## src/rtl/rr_arbiter_fsm_if.sv

```systemverilog
// Request/grant bundle between N requesters and the round-robin arbiter.
// Latency: none (wires only).
// Backpressure: requests are level-held by the requester until its grant is used.
// Ports: req (requesters -> arbiter), gnt/gnt_id/busy/timeout (arbiter -> requesters).
interface rr_arbiter_fsm_if #(
    parameter int N = 4
);
    localparam int ID_W = (N > 1) ? $clog2(N) : 1;

    logic [N-1:0]    req;
    logic [N-1:0]    gnt;
    logic [ID_W-1:0] gnt_id;
    logic            busy;
    logic            timeout;

    // Requester side drives requests and observes the grant state.
    modport master (
        output req,
        input  gnt,
        input  gnt_id,
        input  busy,
        input  timeout
    );

    // Arbiter side consumes requests and drives the grant state.
    modport slave (
        input  req,
        output gnt,
        output gnt_id,
        output busy,
        output timeout
    );
endinterface

```

## src/rtl/rr_arbiter_fsm.sv

```systemverilog
// Round-robin arbiter: one owner at a time, bounded tenure, idle gap between owners.
// Latency: grant appears on the edge after a request is seen (registered Moore outputs).
// Backpressure: requests stay pending until granted; non-owner requests are not latched.
// Ports: clk, reset_n (async, active-low), bus (slave modport: req in; gnt, gnt_id,
//        busy, timeout out).
module rr_arbiter_fsm #(
    parameter int N          = 4,
    parameter int MAX_HOLD   = 16,
    parameter int GAP_CYCLES = 1
) (
    input  logic              clk,
    input  logic              reset_n,
    rr_arbiter_fsm_if.slave   bus
);
    localparam int ID_W   = (N > 1) ? $clog2(N) : 1;
    localparam int HOLD_W = (MAX_HOLD > 0) ? $clog2(MAX_HOLD + 1) : 1;

    typedef enum logic [1:0] {
        IDLE  = 2'd0,
        GRANT = 2'd1,
        GAP   = 2'd2
    } state_t;

    state_t              state_q, state_d;
    logic [N-1:0]        gnt_q, gnt_d;
    logic [ID_W-1:0]     id_q, id_d;
    logic [ID_W-1:0]     last_q, last_d;
    logic                to_q, to_d;
    logic [HOLD_W-1:0]   hold_q, hold_d;
    logic [3:0]          gap_q, gap_d;

    logic                win_vld;
    logic [ID_W-1:0]     win_id;

    // Winner search starts just after the previous owner, so the owner whose
    // tenure just ended is considered last and only wins if nobody else asks.
    always_comb begin : rr_pick
        int              idx;
        logic [ID_W-1:0] cand;
        win_vld = 1'b0;
        win_id  = last_q;
        idx     = 0;
        cand    = '0;
        for (int i = 1; i <= N; i++) begin
            idx  = (int'(last_q) + i) % N;
            cand = ID_W'(idx);
            if (!win_vld && bus.req[cand]) begin
                win_vld = 1'b1;
                win_id  = cand;
            end
        end
    end

    always_comb begin : next_state
        state_d = state_q;
        gnt_d   = gnt_q;
        id_d    = id_q;
        last_d  = last_q;
        to_d    = 1'b0;
        hold_d  = hold_q;
        gap_d   = gap_q;
        case (state_q)
            IDLE: begin
                if (win_vld) begin
                    state_d = GRANT;
                    gnt_d   = N'(1) << win_id;
                    id_d    = win_id;
                    hold_d  = HOLD_W'(1);
                end
            end
            GRANT: begin
                // Release is checked first so a release on the final allowed
                // cycle never raises timeout.
                if (!bus.req[id_q]) begin
                    state_d = GAP;
                    gnt_d   = '0;
                    last_d  = id_q;
                    gap_d   = '0;
                end else if (MAX_HOLD != 0 && hold_q == HOLD_W'(MAX_HOLD)) begin
                    state_d = GAP;
                    gnt_d   = '0;
                    last_d  = id_q;
                    gap_d   = '0;
                    to_d    = 1'b1;
                end else if (hold_q != '1) begin
                    // Saturates when unlimited so the counter never wraps.
                    hold_d = hold_q + 1'b1;
                end
            end
            GAP: begin
                if (gap_q >= 4'(GAP_CYCLES - 1)) begin
                    if (win_vld) begin
                        state_d = GRANT;
                        gnt_d   = N'(1) << win_id;
                        id_d    = win_id;
                        hold_d  = HOLD_W'(1);
                    end else begin
                        state_d = IDLE;
                    end
                end else begin
                    gap_d = gap_q + 4'd1;
                end
            end
            default: begin
                state_d = IDLE;
                gnt_d   = '0;
            end
        endcase
    end

    always_ff @(posedge clk or negedge reset_n) begin
        if (!reset_n) begin
            state_q <= IDLE;
            gnt_q   <= '0;
            id_q    <= '0;
            last_q  <= ID_W'(N - 1);
            to_q    <= 1'b0;
            hold_q  <= '0;
            gap_q   <= '0;
        end else begin
            state_q <= state_d;
            gnt_q   <= gnt_d;
            id_q    <= id_d;
            last_q  <= last_d;
            to_q    <= to_d;
            hold_q  <= hold_d;
            gap_q   <= gap_d;
        end
    end

    assign bus.gnt     = gnt_q;
    assign bus.gnt_id  = id_q;
    assign bus.busy    = |gnt_q;
    assign bus.timeout = to_q;
endmodule

```

## src/flat_wrapper.sv

```systemverilog
// flat-port wrapper written by rule: the top's interface ports become plain ports
module rr_arbiter_fsm_flat 
#(
    parameter int N          = 4,
    parameter int MAX_HOLD   = 16,
    parameter int GAP_CYCLES = 1
)
  (clk, reset_n, bus_req, bus_gnt, bus_gnt_id, bus_busy, bus_timeout);
  rr_arbiter_fsm_if #(.N(N)) bus_i ();
  input  logic clk;
  input  logic reset_n;
  input wire logic [$bits(bus_i.req)-1:0] bus_req;
  output wire logic [$bits(bus_i.gnt)-1:0] bus_gnt;
  output wire logic [$bits(bus_i.gnt_id)-1:0] bus_gnt_id;
  output wire logic [$bits(bus_i.busy)-1:0] bus_busy;
  output wire logic [$bits(bus_i.timeout)-1:0] bus_timeout;
  assign bus_i.req = bus_req;
  assign bus_gnt = bus_i.gnt;
  assign bus_gnt_id = bus_i.gnt_id;
  assign bus_busy = bus_i.busy;
  assign bus_timeout = bus_i.timeout;
  rr_arbiter_fsm #(.N(N), .MAX_HOLD(MAX_HOLD), .GAP_CYCLES(GAP_CYCLES)) u_core (.clk(clk), .reset_n(reset_n), .bus(bus_i));
endmodule
```

## config.mk

```make
export PLATFORM = sky130hd
export DESIGN_NAME = rr_arbiter_fsm_flat
export DESIGN_NICKNAME = d
export VERILOG_FILES = /design/src/rtl/rr_arbiter_fsm_if.sv /design/src/rtl/rr_arbiter_fsm.sv /design/src/flat_wrapper.sv
export SDC_FILE = /design/constraint.sdc
export NUM_CORES = 1
export LEC_CHECK = 0
export CAP_MARGIN = 10
export CELL_PAD_IN_SITES_DETAIL_PLACEMENT = 0
export CELL_PAD_IN_SITES_GLOBAL_PLACEMENT = 1
export CORE_ASPECT_RATIO = 1.1
export CORE_MARGIN = 2
export CORE_UTILIZATION = 30
export CTS_BUF_LIST = sky130_fd_sc_hd__clkbuf_16
export DETAILED_ROUTE_END_ITERATION = 10
export PLACE_DENSITY_LB_ADDON = 0.08
export SLEW_MARGIN = 0
export SYNTH_ARGS = -nofsm -noshare
export SYNTH_HDL_FRONTEND = slang
export SYNTH_SLANG_ARGS = --single-unit
```

## constraint.sdc

```tcl
create_clock -name clk -period 5.4 [get_ports clk]
set_clock_uncertainty 0.1 [all_clocks]
set_input_delay 1.08 -clock clk [delete_from_list [all_inputs] [get_ports clk]]
set_output_delay 1.08 -clock clk [all_outputs]
set_load 0.05 [all_outputs]
```

==> results.cfg <==
[outcome]
outcome = finished clean

[sta]
fin_crit_ps = 3040
max_freq_ghz = 0.329
fin_tns_setup_ps = 0
rsz0062_at_grt = false
worstMarginPinSlew_ps = 739
finalCritPeriodShare_pct = 56.2
max_slew_margin_pct = 50.6
finalSetupViolations = 0
hold_viol_final = 0
finalMaxSlewViolations = 0
hold_slack_ps = 413
layout_setup_ws_ps = 2360

[grt]
grt_usage_pct = 12.8
grt_max_degree = 17
overflow = 0
grt_pass1_wl_um = 3170
antenna_found_initial = 0
first_global_vias = 668

[worst_setup_path]
start_kind = flop
timing.rr.start = u_core.hold_q[0]
crit_fanout = 3
cp_cell_sequence = or4_1 > clkdlybuf4s50_1
cp.arrival_ps = 1860
crit_slowest_cell = clkdlybuf4s50_1
worstSetupStartpoint = u_core.bus.gnt[1]
ff2ff_setup_slack_ps = 3240
worst-setup-path-type = flop to output port
crit_path_end = bus_busy
slowest_delay_ps = 710
crit_buf_inv = 1
crit_path_end_kind = output port
r2r-end = u_core.hold_q[4]
worstPathRequired_ps = 4220
critPathTopFamily = buffers and inverters
cp.depth = 2
worstRegToRegCells = 6

[logic_synthesis]
synth_edf_count = 0
syn_inst = 76
syn_nets = 85
ys_async_sr_fraction_pct = 100
ys_seq_elements = 16
yosys_warnings = 0
synth_ff_type = dfrtp_1
ys_types = 37
ys_seq_area_share_pct = 45.4
netlist_area_um2 = 887
syn_area_per_cell_um2 = 11.7

[cts]
clock_latency_ps = 250
ctsHoldBuffers = 0
htreeDepth = 1
cts_max_path_buffers = 2
cts_tree = done
cts_resized = 0
clk_pin_slew_ps = 50
cts_sinks = 16
root_buffer = clkbuf_16
cts_buffers = 3
post_cts_buffers = 0

[floorplan]
die_y_um = 61.0
start_util_pct = 31.7
coreArea_um2 = 2800
die_area_um2 = 3410
rows = 20
design.portCount = 14
fp.dieW_um = 55.8

[power]
ir_drop_v = 0.000296
p_leak_uw = 0.000510
internal_power_uw = 429
p_clk_share_pct = 19.4
pwr_density_cell_nw_per_um2 = 660
seqPwrFrac_pct = 28.7
power.combinational.fraction_pct = 51.8
switchingPower_uw = 319
swShare_pct = 42.6

[placed_design]
dp_hpwl_um = 1350
numPortBuffers = 13
place_ws_ps = 2460
gp_congestion = 0.754
placed_area_um2 = 1050

[layout]
final_area_um2 = 1130
area_delta_synth_final_pct = 27.6
drive_gt1_share_pct = 18.5
nNetsFinal = 102
fin_util_pct = 40.4
nFillCells = 283
antenna-diode-count = 0

[min_path]
worstHoldPathType = flop to flop

[routing]
route.detailed.drc = 0
drt-total-wl_um = 1810
wire_per_inst_um = 14.5
vias_per_cell = 5.04
ant_nets = 0
drt_first_pass_iters = 4
via_count = 630
drt_iter0_drc = 16

[flow_run]
max_cap_viol_count = 0
synth_stat cells, drive strengths merged, types with 3 or more instances:
library cell   n  area [um2]
dfrtp         14         350
nor2           8        46.3
inv            5        18.8
mux2           4        60.1
and3           3        18.8
ha             3        37.5
nand2          3        18.8
nand2b         3        18.8
layout make-up:
class	instances	area (um2)	share of cell area, %
inverters	5	18.8	1.66
multi-input cells	54	460	40.7
clock inverters	1	3.75	0.331
well taps	33	41.3	3.65
flip-flops and latches	16	403	35.6
clock buffers	3	75.1	6.63
repair buffers	13	130	11.5
cell usage in the layout, fill, tap and decap left out, drive strengths merged, types with 2 or more instances in the layout:
cell type,count
and3,3
ha,3
inv,5
dfstp,2
clkdlybuf4s50,13
nand2,3
a21oi,2
nand3,2
o22ai,2
nor2,8
clkbuf,3
xor2,2
o2bb2ai,2
nand2b,3
dfrtp,14
mux2,4
metrics by stage:
step / std cells / total power [uW]
after global routing: 125 / 797
after floorplan: 76 / 501
final: 125 / 747
after detailed placement: 121 / 606
after CTS: 125 / 757
after global placement: 121 / 611
cells by family after synthesis:
logic type               share of synthesized area, %
buffers and inverters                            2.68
adder cells (fa/ha/maj)                          4.23
flip-flops                                       45.4
AND/OR/NAND/NOR                                  23.6
multiplexers                                     10.4
AO/OA/AOI/OAI                                    11.7
XOR/XNOR                                         1.97
per-layer routing:
metal | global-route usage [%] | routed length, um
met4 | 9.18 | 51
met1 | 15.3 | 829
met2 | 21.3 | 863
met5 | 0 | 0
met3 | 2.73 | 67
power groups by stage:
stage	Combinational [uW]	Sequential, uW	Clock (uW)
6_report	387	215	145
5_1_grt	417	224	156
4_1_cts	392	215	150
3_5_place_dp	389	217	0
3_3_place_gp	393	218	0
2_1_floorplan	225	276	0
worst register-to-register path, stage by stage, from the launching register on:
cell and delay, ps:
dfrtp_1 420, ha_1 230, and3_1 190, ha_1 200
nor3b_1 470, nand2_4 120, mux2_4 310
registers in the layout (all words and copies together) (netlist names):
| register | flops |
|---|---|
| u_core.bus.gnt | 4 |
| u_core.bus.gnt_id | 2 |
| u_core.bus.timeout | 1 |
| u_core.hold_q | 5 |
| u_core.last_q | 2 |
| u_core.state_q | 2 |
worst min path at each step:
stage,startpoint,to,slack [ps],cells past startpoint
4_1_cts,u_core.bus.gnt[1],u_core.bus.gnt[1],420,1
5_1_grt,u_core.bus.gnt[3],u_core.bus.gnt[3],450,1
2_1_floorplan,u_core.hold_q[0],u_core.hold_q[0],390,1
3_5_place_dp,u_core.bus.gnt[1],u_core.bus.gnt[1],400,1
3_3_place_gp,u_core.bus.gnt[3],u_core.bus.gnt[3],390,1
6_report,u_core.bus.gnt[1],u_core.bus.gnt[1],410,1
No activity file was read; power rests on OpenSTA's default activity.
